$ cat config.mk
export PLATFORM = sky130hd
export DESIGN_NAME = timer_dev
export DESIGN_NICKNAME = d
export VERILOG_FILES = /design/src/rtl/timer_dev_pkg.sv /design/src/rtl/timer_dev_be_merge.sv /design/src/rtl/timer_dev.sv
export SDC_FILE = /design/constraint.sdc
export NUM_CORES = 1
export LEC_CHECK = 0
export ABC_AREA = 1
export BUFFER_PORTS_ARGS = -buffer_cell sky130_fd_sc_hd__buf_2
export CAP_MARGIN = 15
export CELL_PAD_IN_SITES_DETAIL_PLACEMENT = 1
export CELL_PAD_IN_SITES_GLOBAL_PLACEMENT = 1
export CORE_ASPECT_RATIO = 0.8
export CORE_MARGIN = 3
export CORE_UTILIZATION = 35
export CTS_CLUSTER_DIAMETER = 200
export DETAILED_ROUTE_END_ITERATION = 8
export GPL_TIMING_DRIVEN = 0
export PLACE_DENSITY_LB_ADDON = 0.1
export SYNTH_ARGS = -nofsm -noshare
export SYNTH_HDL_FRONTEND = slang
export SYNTH_SLANG_ARGS = --single-unit
$ cat constraint.sdc
create_clock -name clk -period 1.7 [get_ports clk]
set_input_delay 0.255 -clock clk [delete_from_list [all_inputs] [get_ports clk]]
set_output_delay 0.255 -clock clk [all_outputs]
set_load 0.005 [all_outputs]
$ cat src/rtl/timer_dev_pkg.sv
// Shared definitions for the memory-mapped countdown timer: word width,
// register offsets, CTRL field positions, mode codes and FSM encoding.
package timer_dev_pkg;

  localparam int wordW = 32;

  localparam logic [1:0] addrCtrl   = 2'd0;
  localparam logic [1:0] addrPreset = 2'd1;
  localparam logic [1:0] addrCount  = 2'd2;
  localparam logic [1:0] addrNone   = 2'd3;

  localparam int ctrlEnBit  = 0;
  localparam int ctrlModeLo = 1;
  localparam int ctrlModeHi = 2;
  localparam int ctrlImBit  = 3;

  // Only the low nibble of CTRL is implemented; everything above reads 0.
  localparam logic [wordW-1:0] ctrlWrMask = 32'h0000_000F;

  localparam logic [1:0] modeOneShot = 2'd0;
  localparam logic [1:0] modeReload  = 2'd1;

  typedef enum logic [1:0] {
    stIdle = 2'd0,
    stLoad = 2'd1,
    stCnt  = 2'd2,
    stInt  = 2'd3
  } timerState_t;

endpackage

$ cat src/rtl/timer_dev_be_merge.sv
// Byte-lane write merge: lanes with be set take the new word, the rest keep
// the old word.
module timer_dev_be_merge
  import timer_dev_pkg::*;
(
  input  logic [wordW-1:0] oldWord,
  input  logic [wordW-1:0] newWord,
  input  logic [3:0]       be,
  output logic [wordW-1:0] mergedWord
);

  // Per-lane select between old and new contents.
  always_comb begin
    mergedWord = oldWord;
    for (int i = 0; i < 4; i++) begin
      if (be[i]) mergedWord[8*i +: 8] = newWord[8*i +: 8];
    end
  end

endmodule

$ cat src/rtl/timer_dev.sv
// Countdown timer with one-shot (acknowledged level irq) and auto-reload
// (periodic one-cycle irq pulse) modes, read combinationally over the bus.
//
// state | meaning
// ------+-----------------------------------------------------------------
// IDLE  | stopped; waits for EN
// LOAD  | COUNT takes PRESET (old value if PRESET is written this cycle)
// CNT   | counting down; EN=0 freezes COUNT and returns to IDLE
// INT   | terminal count; one-shot waits for a CTRL write, reload restarts
module timer_dev
  import timer_dev_pkg::*;
(
  input  logic              clk,
  input  logic              reset,
  input  logic [1:0]        addr,
  input  logic              we,
  input  logic [3:0]        be,
  input  logic [wordW-1:0]  wd,
  output logic [wordW-1:0]  rd,
  output logic              irq
);

  logic [wordW-1:0] ctrlReg;
  logic [wordW-1:0] presetReg;
  logic [wordW-1:0] countReg;
  logic [wordW-1:0] countNext;
  logic [wordW-1:0] ctrlMerged;
  logic [wordW-1:0] presetMerged;
  timerState_t      state;
  timerState_t      stateNext;
  logic             clrEn;
  logic             ctrlWe;
  logic             presetWe;
  logic             en;
  logic             im;
  logic [1:0]       mode;

  assign ctrlWe   = we && (addr == addrCtrl);
  assign presetWe = we && (addr == addrPreset);
  assign en       = ctrlReg[ctrlEnBit];
  assign im       = ctrlReg[ctrlImBit];
  assign mode     = ctrlReg[ctrlModeHi:ctrlModeLo];

  timer_dev_be_merge u_ctrlMerge (
    .oldWord    (ctrlReg),
    .newWord    (wd),
    .be         (be),
    .mergedWord (ctrlMerged)
  );

  timer_dev_be_merge u_presetMerge (
    .oldWord    (presetReg),
    .newWord    (wd),
    .be         (be),
    .mergedWord (presetMerged)
  );

  // Next-state, counter and EN-clear decisions for the countdown FSM.
  always_comb begin
    stateNext = state;
    countNext = countReg;
    clrEn     = 1'b0;
    unique case (state)
      stIdle: begin
        if (en) stateNext = stLoad;
      end
      stLoad: begin
        countNext = presetReg;
        stateNext = stCnt;
      end
      stCnt: begin
        if (!en) begin
          stateNext = stIdle;
        end else if (countReg > 32'd1) begin
          countNext = countReg - 32'd1;
        end else begin
          // A count of 0 or 1 both terminate here, so PRESET=0 acts as 1.
          countNext = '0;
          stateNext = stInt;
          clrEn     = (mode != modeReload);
        end
      end
      stInt: begin
        if (mode == modeReload) stateNext = stLoad;
        else if (ctrlWe)        stateNext = stIdle;
      end
    endcase
  end

  // FSM state and COUNT registers.
  always_ff @(posedge clk) begin
    if (reset) begin
      state    <= stIdle;
      countReg <= '0;
    end else begin
      state    <= stateNext;
      countReg <= countNext;
    end
  end

  // CTRL register; a software write takes priority over the one-shot EN clear.
  always_ff @(posedge clk) begin
    if (reset) begin
      ctrlReg <= '0;
    end else if (ctrlWe) begin
      ctrlReg <= ctrlMerged & ctrlWrMask;
    end else if (clrEn) begin
      ctrlReg[ctrlEnBit] <= 1'b0;
    end
  end

  // PRESET register, byte-merged writes.
  always_ff @(posedge clk) begin
    if (reset) begin
      presetReg <= '0;
    end else if (presetWe) begin
      presetReg <= presetMerged;
    end
  end

  // Zero-latency read mux.
  always_comb begin
    rd = '0;
    unique case (addr)
      addrCtrl:   rd = ctrlReg;
      addrPreset: rd = presetReg;
      addrCount:  rd = countReg;
      addrNone:   rd = '0;
    endcase
  end

  assign irq = im && (state == stInt);

endmodule

==> summary.txt <==
Outcome
  • Outcome: complete, no violations

Critical path
  • Worst setup EP type: flip-flop
  • Crit start category: flip-flop
  • CP max stage cell: dfxtp_4
  • Worst R2R Path Depth: 13
  • CP max FO: 6
  • Critical path type: flip-flop to flip-flop
  • CP Depth: 13
  • Critical path buffers and inverters: 4
  • WP data arrival: 1900 ps
  • Worst R2R Start: countReg[0]
  • Slowest stage delay, CP: 370 ps
  • CP required: 1920 ps
  • CP Cell Sequence: inv_4 -> ha_4 -> inv_2 -> nand2_2 -> nand2_2 -> nor2_4 -> nand3_2 -> nor2_4 -> nor2_4 -> buf_6 -> clkbuf_16 -> nand2_2 -> a21oi_2
  • Crit path max-delay family: simple AND/OR/NAND/NOR gates
  • R2r endpoint: countReg[5]
  • Reg-to-reg setup timing slack: 20 ps

Drt
  • TritonRoute pass-1 iters: 5
  • Routed WL: 15800 um
  • Post-DRT Antenna Nets: 0
  • Routed vias: 4651
  • WL/cell: roughly 18 um
  • DRC errors left: 0
  • First DRT Iteration DRCs: 225
  • Via density: 5.36

STA
  • Setup violations, final: 0
  • Slew margin rel.: 48.2%
  • RSZ-0062 raised after global routing: true
  • Pins Over Slew Limit: 0
  • Worst-Margin Slew: roughly 780 ps
  • Minimum clock period: 1680 ps
  • Final Hold Violating Endpoints: 0
  • Max Freq: 594 MHz
  • Tcrit/Tclk final: 99.1%
  • Layout Skew: 7.24 ps

Finish
  • Final core utilization: 49.2%
  • Area delta synth->final: 35.2%
  • Nets@finish: 762
  • Layout cell share with drive strength beyond 1: 29.9%
  • Ant diodes: 0
  • Filler cells: ~1500

Global route
  • Total Routing Usage GR: a little under a quarter
  • Global-route wire length before repair: 24300 um
  • Global route overflow: 0
  • Initial antenna violation count: 0
  • Vias in the first global route: 4702
  • Largest net degree at the start of global routing: 12

Power
  • PD cells: 1900 nW/um2
  • Leakage: ~2.3 nW
  • Worst VDD drop: 0.700 mV
  • Total Power: 10.3 mW

Die
  • # IOs: 74
  • Initial core utilization: between 30% and 40%
  • Core area: about 11000 um2
  • Die area: 12800 um2
  • Width of the chip: between 100 and 150 um
  • Die Y-Extent: 102 um
  • Row cnt: 34

Clocking
  • # clock sinks: 70
  • CTS root buf: clkbuf_16
  • Total CTS buffers: 9
  • CTS tree: done
  • Htree depth: 3
  • CTS max path bufs: 2
  • Worst-path clk slew: approximately 60 ps
  • Clk_lat worst skew: around 330 ps

Synth
  • Net Count, Synth: 660
  • YS warnings: 0
  • Cell area after synthesis: roughly 4000 um2
  • Syn Area/Cell: 6.50 um2
  • Synth unique cells: 28
  • Post-synthesis sequential area ratio: 35.0%
  • #FFs+latches synth: 70
  • Cells after synthesis: roughly 620

Run
  • Max-Cap Viols: 0

Placed design
  • PortBufs: 73
  • Hpwl dp: roughly 11000 um
  • Final Wtd Congestion: roughly 0.9

Min path
  • HP Class: input pin to flip-flop
  • Min-delay src: reset
  • Hold worst-path end: presetReg[1]
  • Hold Path Cell Cnt: 2
[registers in the layout, indices dropped and copies added (netlist names)]
register / flops
countReg: 32
ctrlReg: 4
presetReg: 32
state: 2
[worst register-to-register path, cell delays in order (launching register included)]
cell	delay, ps
dfxtp_4	370
inv_4	80
ha_4	160
inv_2	50
nand2_2	60
nand2_2	60
nor2_4	110
nand3_2	100
nor2_4	130
nor2_4	50
buf_6	140
clkbuf_16	170
nand2_2	70
a21oi_2	50
[cell usage in the layout (no fill, tap or decap), drive strengths merged, types with 10 or more instances in the layout]
| master | count |
|---|---|
| xor2 | 10 |
| o22ai | 26 |
| nand2 | 91 |
| a21oi | 69 |
| dfxtp | 70 |
| buf | 98 |
| nor2 | 70 |
| nand3 | 43 |
| o21ai | 107 |
| inv | 85 |
| clkbuf | 33 |
[worst max-delay path by stage]
stage	start	end	slack, ps
6_report	countReg[0]	countReg[5]	20
5_1_grt	reset	presetReg[31]	-80
4_1_cts	addr[0]	rd[24]	3
3_5_place_dp	addr[0]	rd[15]	-550
3_3_place_gp	addr[0]	rd[16]	-470
2_1_floorplan	countReg[0]	countReg[19]	150
[routing by layer]
| layer | GRT usage [%] | vias up | routed length (um) |
|---|---|---|---|
| met5 | 0 | - | 0 |
| li1 | - | 2262 | - |
| met1 | 31.7 | 2268 | 7450 |
| met4 | 5.75 | 0 | 147 |
| met3 | 5.01 | 10 | 738 |
| met2 | 40.6 | 111 | 7440 |
[stage by stage]
step | TNS, ps | cells | hold WS, ps | setup WS (ps) | cell area, um2
floorplan | 0 | 617 | 324 | 153 | 4010
global placement | -14820 | 834 | 454 | -475 | 4550
detailed placement | -20420 | 834 | 461 | -545 | 4550
CTS | 0 | 857 | 189 | 3.42 | 5000
global route | -828 | 867 | 197 | -80.8 | 5420
finish | 0 | 867 | 186 | 16.0 | 5420
[power breakdown]
group / switching [mW] / internal, mW / total [mW]
Clock: 0.732 / 1.16 / 1.90
Combinational: 3.85 / 2.10 / 5.95
Sequential: 0.478 / 1.99 / 2.47
Total: 5.06 / 5.26 / 10.3
[final cells by class]
| cell class | count | area, um2 | share of cell area [%] |
|---|---|---|---|
| plain buffers | 29 | 185 | 3.42 |
| multi-input cells | 433 | 2500 | 46.1 |
| repair buffers | 91 | 531 | 9.79 |
| inverters | 85 | 324 | 5.98 |
| clock inverters | 4 | 47.5 | 0.878 |
| flip-flops and latches | 70 | 1410 | 26.0 |
| well taps | 144 | 180 | 3.33 |
| clock buffers | 11 | 243 | 4.48 |
[synth_stat cells]
master / count / area share [%]
inv_1: 83 / 7.8
nand4_1: 3 / 0.47
a22oi_1: 1 / 0.19
or2_0: 1 / 0.16
a21o_1: 1 / 0.19
buf_2: 7 / 0.87
clkbuf_1: 18 / 1.7
nor3_1: 2 / 0.25
or2_2: 1 / 0.16
ha_1: 2 / 0.62
inv_2: 2 / 0.19
dfxtp_1: 70 / 35
nand3_1: 41 / 5.1
a21oi_1: 69 / 8.6
o211ai_1: 1 / 0.19
buf_6: 2 / 0.56
buf_1: 2 / 0.19
o21ai_0: 107 / 13
o22ai_1: 26 / 4.1
nor2_4: 4 / 1.1
nor2_2: 10 / 1.6
nand2_2: 3 / 0.47
nand2_1: 88 / 8.2
nor3b_1: 1 / 0.19
nand3_2: 2 / 0.50
nor2_1: 56 / 5.2
xor2_1: 10 / 2.2
o221ai_1: 4 / 0.87
[logic make-up after synthesis]
| logic type | count (synthesis) | share of synthesized area (%) |
|---|---|---|
| compound gates | 209 | 27.5 |
| buf+inv | 114 | 11.3 |
| simple gates | 212 | 23.5 |
| xor+xnor | 10 | 2.19 |
| fa+ha+maj | 2 | 0.624 |
| flops | 70 | 35.0 |
[repair_timing]
action / 4_1_cts / 5_1_grt
hold buffers: 0 / 0
gates cloned: 0 / 1
setup buffers: 8 / 9
endpoints found under the setup margin: 66 / 56
resized for setup: 30 / 103
pin swaps: 4 / 11
Note: power is estimated with default switching activity, not from simulation.
